## config.mk

```make
export PLATFORM = sky130hd
export DESIGN_NAME = flip_sequencer
export DESIGN_NICKNAME = d
export VERILOG_FILES = /design/src/rtl/othello_pkg.sv /design/src/rtl/flip_sequencer.sv
export SDC_FILE = /design/constraint.sdc
export NUM_CORES = 1
export LEC_CHECK = 0
export ABC_AREA = 0
export CELL_PAD_IN_SITES_DETAIL_PLACEMENT = 1
export CELL_PAD_IN_SITES_GLOBAL_PLACEMENT = 1
export CORE_ASPECT_RATIO = 1.5
export CORE_MARGIN = 5
export CORE_UTILIZATION = 42
export CTS_CLUSTER_SIZE = 16
export DETAILED_ROUTE_END_ITERATION = 10
export PLACE_DENSITY = 0.83
export SLEW_MARGIN = 10
export SYNTH_ARGS = -nofsm -noshare
export SYNTH_HDL_FRONTEND = slang
export SYNTH_SLANG_ARGS = --single-unit
```

## constraint.sdc

```tcl
create_clock -name clock -period 3.2 [get_ports clock]
set_clock_uncertainty 0.1 [all_clocks]
set_input_delay 0.32 -clock clock [delete_from_list [all_inputs] [get_ports clock]]
set_output_delay 0.32 -clock clock [all_outputs]
set_load 0.05 [all_outputs]
```

## src/rtl/othello_pkg.sv

```systemverilog
// Shared Othello board definitions: cell codes, direction steps, board size
// and the flip sequencer state encoding.
package othello_pkg;

  localparam logic [1:0] CELL_EMPTY  = 2'b00;
  localparam logic [1:0] CELL_BLACK  = 2'b01;
  localparam logic [1:0] CELL_WHITE  = 2'b10;
  localparam logic [1:0] CELL_BORDER = 2'b11;

  localparam int STEP_U = -10;
  localparam int STEP_D = 10;
  localparam int STEP_L = -1;
  localparam int STEP_R = 1;

  localparam int BOARD_SIZE = 100;

  localparam logic [2:0] ST_IDLE      = 3'd0;
  localparam logic [2:0] ST_WR_ORIGIN = 3'd1;
  localparam logic [2:0] ST_SEL_DIR   = 3'd2;
  localparam logic [2:0] ST_READ      = 3'd3;
  localparam logic [2:0] ST_CHECK     = 3'd4;
  localparam logic [2:0] ST_FLIP      = 3'd5;
  localparam logic [2:0] ST_DONE      = 3'd6;

  function automatic logic [1:0] opponent(input logic [1:0] p);
    return ~p;
  endfunction

endpackage

```

## src/rtl/flip_sequencer.sv

```systemverilog
// Applies an already-validated Othello move: writes the placed disc, then walks
// each requested direction flipping opponent discs until a non-opponent cell.
module flip_sequencer
  import othello_pkg::*;
#(
  parameter int ADDR_W  = 7,
  parameter int MAX_RUN = 8
) (
  input  logic              clock,
  input  logic              reset,
  input  logic              start,
  input  logic [ADDR_W-1:0] origin_addr,
  input  logic [1:0]        player,
  input  logic [3:0]        dir_mask,
  input  logic [1:0]        mem_rdata,
  output logic [ADDR_W-1:0] mem_addr,
  output logic              mem_we,
  output logic [1:0]        mem_wdata,
  output logic              busy,
  output logic              done,
  output logic [5:0]        flip_count
);

  localparam int CW    = ADDR_W + 1;
  localparam int RUN_W = $clog2(MAX_RUN + 1);
  localparam logic signed [CW-1:0] LAST_CELL = CW'(BOARD_SIZE - 1);

  logic [2:0]              state;
  logic [ADDR_W-1:0]       origin_q;
  logic [1:0]              player_q;
  logic [3:0]              pend;
  logic signed [CW-1:0]    step_q;
  logic signed [CW-1:0]    cursor;
  logic [RUN_W-1:0]        run;

  logic signed [CW-1:0]    origin_ext;
  logic signed [CW-1:0]    sel_step;
  logic [3:0]              sel_clr;
  logic                    cursor_oob;

  assign origin_ext = $signed({1'b0, origin_q});

  // Off-board cursors behave like a border cell and are never put on the bus.
  assign cursor_oob = cursor[CW-1] || (cursor > LAST_CELL);

  always_comb begin
    sel_step = '0;
    sel_clr  = 4'b0000;
    if (pend[3]) begin
      sel_step = CW'(STEP_U);
      sel_clr  = 4'b1000;
    end else if (pend[2]) begin
      sel_step = CW'(STEP_D);
      sel_clr  = 4'b0100;
    end else if (pend[1]) begin
      sel_step = CW'(STEP_L);
      sel_clr  = 4'b0010;
    end else if (pend[0]) begin
      sel_step = CW'(STEP_R);
      sel_clr  = 4'b0001;
    end
  end

  always_ff @(posedge clock or negedge reset) begin
    if (!reset) begin
      state      <= ST_IDLE;
      origin_q   <= '0;
      player_q   <= '0;
      pend       <= '0;
      step_q     <= '0;
      cursor     <= '0;
      run        <= '0;
      flip_count <= '0;
    end else begin
      case (state)
        ST_IDLE: begin
          if (start) begin
            origin_q   <= origin_addr;
            player_q   <= player;
            pend       <= dir_mask;
            flip_count <= '0;
            state      <= ST_WR_ORIGIN;
          end
        end
        ST_WR_ORIGIN: state <= ST_SEL_DIR;
        ST_SEL_DIR: begin
          if (pend != 4'b0000) begin
            pend   <= pend & ~sel_clr;
            step_q <= sel_step;
            cursor <= origin_ext + sel_step;
            run    <= '0;
            state  <= ST_READ;
          end else begin
            state <= ST_DONE;
          end
        end
        ST_READ: state <= ST_CHECK;
        ST_CHECK: begin
          if (!cursor_oob && (mem_rdata == opponent(player_q)) &&
              (run < RUN_W'(MAX_RUN)))
            state <= ST_FLIP;
          else
            state <= ST_SEL_DIR;
        end
        ST_FLIP: begin
          flip_count <= flip_count + 6'd1;
          run        <= run + RUN_W'(1);
          cursor     <= cursor + step_q;
          state      <= ST_READ;
        end
        ST_DONE: state <= ST_IDLE;
        default: state <= ST_IDLE;
      endcase
    end
  end

  // Moore output decode.
  always_comb begin
    busy     = (state != ST_IDLE);
    done     = (state == ST_DONE);
    mem_we   = (state == ST_WR_ORIGIN) || (state == ST_FLIP);
    mem_addr = '0;
    case (state)
      ST_WR_ORIGIN: mem_addr = origin_q;
      ST_READ, ST_CHECK, ST_FLIP:
        mem_addr = cursor_oob ? '0 : cursor[ADDR_W-1:0];
      default: mem_addr = '0;
    endcase
  end

  assign mem_wdata = player_q;

endmodule

```

======== Word-level counts from Yosys, hierarchy flattened ========
Cells that the tools add are included.
storage, ports and cells
  register bits after elaboration ......... 42
  bits of input ports ..................... 18
  output and inout port bits .............. 18
  logic and storage cells ................. 66
cells by class
  magnitude comparators ................... 2
  equal/unequal tests ..................... 9
  add/subtract/negate cells ............... 4
  multiplexer cells ....................... 23
  bitwise logic cells ..................... 3
  reduce and logical (&&, ||, !) cells .... 17
operators with widths
  cell                 number
  $mux 8               4
  $pmux 3 s6           1
  $add 8x8->8          2
  $mux 4               4
  $pmux 4 s2           2
  $pmux 8 s2           1
  $pmux 7 s2           1
  $mux 3               4
  $pmux 6 s2           1
  $eq 3x3->1 const B   3
  $gt 8x8->1 const B   1
  $reduce_and 2->1     4
  $mux 7               1
  $add 6x1->6 const B  1
  $eq 3x2->1 const B   2
  $mux 6               1
  $reduce_bool 2->1    3
  $add 4x1->4 const B  1
  $and 4x4->4          1
  $lt 4x4->1 const B   1
  $ne 2x2->1 const B   2
  $not 4->4            1
  $reduce_bool 4->1    1
  $eq 3x1->1 const B   1
  other kinds (11)     14

======== Longest topological paths before layout ========
Gate-level depths: netlist (run 1).
  depth after elaboration ................. 8
  mapped depth ............................ 10
  mapped depth without buffers ............ 10

======== Least setup slack after synthesis (run 1) ========
No wires, ideal clock.
  path kind ............................... reg2reg
  start point ............................. register pend[3]
  end point ............................... register cursor[6]
  data arrival time ....................... 2,305 ps
  clock period less this slack ............ 2,527 ps
  setup time .............................. 123 ps
  data required time ...................... 2,977 ps
  setup slack ............................. 673 ps
  cell stages (with the launch flop) ...... 10
  buffers on the path ..................... 1
  cells stage by stage .................... dfrtp_1 -> buf_4 -> or3_1 -> fa_1 -> a21o_1 -> a21oi_1 -> o21bai_1 -> a2111oi_0 -> a31oi_1 -> o221a_2
between the ends
  longest elaborated chain between the ends .. 4
  elaborated cells between the ends (all ways) .. 7
  classes of those cells .................. 1 x add/sub; 1 x eq/ne; 3 x mux; 2 x reduce/logical
RTL lines
  element                   line                   RTL
  start: declaration        flip_sequencer.sv:31   logic [3:0] pend;
  start signal: assignment  flip_sequencer.sv:80   pend <= dir_mask;
  start signal: assignment  flip_sequencer.sv:88   pend <= pend & ~sel_clr;
  $mux 8                    flip_sequencer.sv:49   if (pend[3]) begin
  net sel_step[1]           flip_sequencer.sv:37   logic signed [CW-1:0] sel_step;
  $add 8x8->8               flip_sequencer.sv:90   cursor <= origin_ext + sel_step;
  $mux 8                    flip_sequencer.sv:87   if (pend != 4'b0000) begin
  $pmux 8 s2                flip_sequencer.sv:75   case (state)
  end signal: assignment    flip_sequencer.sv:90
  end signal: assignment    flip_sequencer.sv:108  cursor <= cursor + step_q;
  end: declaration          flip_sequencer.sv:33   logic signed [CW-1:0] cursor;
The timed path passes the listed nets, and every way through them passes these cells. The select of a mux whose other input is x is not followed.
A chain may end at the register's enable or synchronous reset.

======== Final worst setup path (run 1) ========
  start point ............................. register state[2]
  end point ............................... output port mem_addr[0]
between the ends
  longest elaborated chain between the ends .. 3
  elaborated cells between the ends (all ways) .. 6
  classes of those cells .................. 4 x eq/ne; 1 x mux; 1 x reduce/logical
RTL lines
  element                                          line                   RTL
  start: declaration                               flip_sequencer.sv:28   logic [2:0] state;
  start signal: assignment                         flip_sequencer.sv:66   state <= ST_IDLE;
  start signal: assignment                         flip_sequencer.sv:82   state <= ST_WR_ORIGIN;
  start signal: assignment                         flip_sequencer.sv:85   ST_WR_ORIGIN: state <= ST_SEL_DIR;
  $eq 3x3->1 / $eq 3x2->1 (equally long branches)  flip_sequencer.sv:123  case (state)
  $reduce_or 3->1                                  flip_sequencer.sv:123
  $pmux 7 s2 (*)                                   flip_sequencer.sv:123
  end: declaration                                 flip_sequencer.sv:16   output logic [ADDR_W-1:0] mem_addr,
Every way passes the cells marked *; elsewhere a longest branch is shown, timed or not.

==> flow_summary_export.csv, run 1 <==
group,metric,value,unit
drt,drc,0,
placement,hpwl,4910,um
yosys,yosysSeqAreaShare,0.388,
finish,diodes,0,
sta,slew_headroom,0.411,
clocking,clkSinkCount,38,
drt,first_iter_violations,56,
min_path,hold_path_class,"input pin to async pin",
die,die_w,72.4,um
power,p_total,3.77,mW
critical_path,arrival,2550,ps
run,cap_violations,0,
global_routing,grt_max_degree,39,
sta,rsz0062_at_grt,"no",
placement,gp_congestion,0.830,
critical_path,required,2780,ps
clocking,numCtsBuffers,5,
critical_path,critPathMaxStageDelay,800,ps
clocking,cts-root-buf,"clkbuf_8",
die,die_h,104,um
sta,slew_violations,0,
run_status,outcome,"finished, final reports clean",
die,coreArea,5740,um2
critical_path,critical_path_class,"flip-flop to primary output",
clocking,post_cts_resized,0,
global_routing,grt_pass1_vias,2223,
critical_path,path_max_fanout,8,
critical_path,crit_chain,"inv_1, mux2_2, nor2_1, a22o_1, clkdlybuf4s50_1",
sta,tightest_slew,883,ps
global_routing,overflow,0,
die,std_cell_rows,34,
yosys,netlist.area_leader.share,0.388,
yosys,synth_edf_count,0,
yosys,synth_cell_types,55,
sta,hold_violations,0,
critical_path,cp_slowest_cell,"clkdlybuf4s50_1",
finish,area_growth_syn_to_layout,21.7,%
yosys,synth.most_common_cell,"dfrtp_1",
clocking,cts_max_level,2,
clocking,cts_hold_buffers,0,
yosys,synth-seq-cells,38,
finish,drive_above_1_share,0.163,
placement,io_buffers,35,
yosys,ys_top_cells_by_count,"38 x dfrtp_1, 27 x nand2_1, 19 x o21ai_0",
drt,dr.pass1.iters,4,
die,io_pins,36,
critical_path,start_kind,"flip-flop",
yosys,synth_top_flop_cell,"dfrtp_1",
yosys,yosys-top-cells-area,"dfrtp_1 39%, ha_1 8.2%, mux2_2 5.1%",
yosys,netlist_area,2450,um2
die,die_area,7500,um2
sta,tns,0,ps
yosys,yosysWarningCount,0,
yosys,synthCells,252,
global_routing,antenna_found_initial,0,
die,start_util,0.427,
clocking,clock_latency,300,ps
sta,setup-violations-final,0,
drt,wl,6520,um
finish,fin_util,0.520,
drt,vias,2067,
power,p_leak,1.31,nW
critical_path,end_kind,"primary output",
yosys,syn_nets,288,
clocking,path_clk_slew,90,ps
clocking,tritoncts,"built",
sta,timing.final.crit_share,0.927,
drt,routed_via_density,5.73,
clocking,cts_buffer_depth,2,
finish,layout.nets,324,
sta,min_period,2970,ps
clocking,postCtsSetupBuffers,0,
yosys,async_flop_share,1.00,
power,power_density,1260,nW/um2
power,ir_drop,0.000537,V
drt,ant_nets,0,
sta,clock.fmax,0.337,GHz
global_routing,grt_pass1_wl,11200,um
drt,post_drt_wl_per_cell,18.1,um
yosys,synth_top_area_cell,"dfrtp_1",
global_routing,track_usage,0.188,
yosys,syn_avg_cell_area,9.73,um2
==> registers in the layout, summed over array words and instances (netlist names) <==
signal / flops
origin_q: 7
pend: 4
mem_wdata: 2
flip_count: 6
state: 3
cursor: 8
run: 4
step_q: 4
==> critical path: cells and delay by family, from the launching register on <==
family          cells  cell delay [ps]
compound gates      1              170
buf+inv             2             1010
mux                 1              350
simple gates        1              220
flops               1              490
==> per-layer routing <==
metal	GRT usage	vias to the layer above	wire length [um]
li1	-	978	-
met1	0.221	1041	2660
met2	0.334	34	3520
met3	0.0203	14	148
met4	0.0792	0	193
met5	0	-	0
==> cells in the final DEF (no fill, tap or decap), types with 9 or more instances in the layout <==
cell type | netlist | final
nor2_1 | 17 | 17
a21oi_1 | 12 | 12
xnor2_1 | 10 | 10
ha_1 | 16 | 16
mux2_2 | 11 | 11
o21ai_0 | 19 | 19
dfrtp_1 | 38 | 38
clkdlybuf4s50_1 | 0 | 28
nand2_1 | 27 | 27
inv_1 | 10 | 10
a22o_1 | 9 | 9
buf_4 | 2 | 12
==> through the flow <==
step / setup slack (ps) / std cells / hold WS (ps) / area (um2)
after floorplan: 673 / 252 / -75.6 / 2450
after global placement: 543 / 353 / 377 / 2850
after detailed placement: 405 / 353 / 384 / 2850
after CTS: 247 / 361 / 67.1 / 2980
after global routing: 139 / 361 / 121 / 2980
final: 235 / 361 / 38.9 / 2980
==> worst paths after layout <==
check,end,cells after the start,slack [ps],from
max in group asynchronous,flip_count[0]$_DFFE_PN0P_,1,2410,reset
max reg2reg,cursor[6]$_DFFE_PN0P_,8,270,pend[1]$_DFFE_PN0P_
max,mem_addr[0],5,230,state[2]$_DFFE_PN0P_
min in group clock,run[3]$_DFFE_PN0P_,1,400,run[3]$_DFFE_PN0P_
min reg2reg,run[3]$_DFFE_PN0P_,1,400,run[3]$_DFFE_PN0P_
min,cursor[2]$_DFFE_PN0P_,1,40,reset
==> where the power goes <==
part | switching, mW | internal, mW
logic | 1.33 | 1.02
registers | 0.246 | 0.677
clock network | 0.189 | 0.313
==> area by class of cell <==
class                      instances  area (um2)
multi-input combinational        192        1390
sequential                        38         951
inverter                          10        37.5
tap                               72        90.1
timing repair buffer              41         375
clock buffer                       5        68.8
clock inverter                     3        68.8
fill                             678        2760
==> cell families (layout without fill, tap and decap cells) <==
group | Yosys count | count (layout) | synth area share
compound gates | 70 | 70 | 0.206
simple gates | 79 | 79 | 0.163
fa+ha+maj | 18 | 18 | 0.0980
buf+inv | 22 | 59 | 0.0439
xor+xnor | 14 | 14 | 0.0500
flops | 38 | 38 | 0.388
mux | 11 | 11 | 0.0505
No activity file was read; power rests on OpenSTA's default activity.
==> run 2: changes to the inputs <==
Settings changed: GPL_ROUTABILITY_DRIVEN set to 0, SKIP_LAST_GASP set to 1.
==> results of run 2 <==
Final layout, timing and power as in run 1 (identical DEF).
==> run 3: changes to the inputs <==
Settings changed: ABC_AREA 0 to not set, GPL_ROUTABILITY_DRIVEN 0 to not set.
==> results of run 3 <==
Final layout, timing and power as in run 1 (identical DEF).
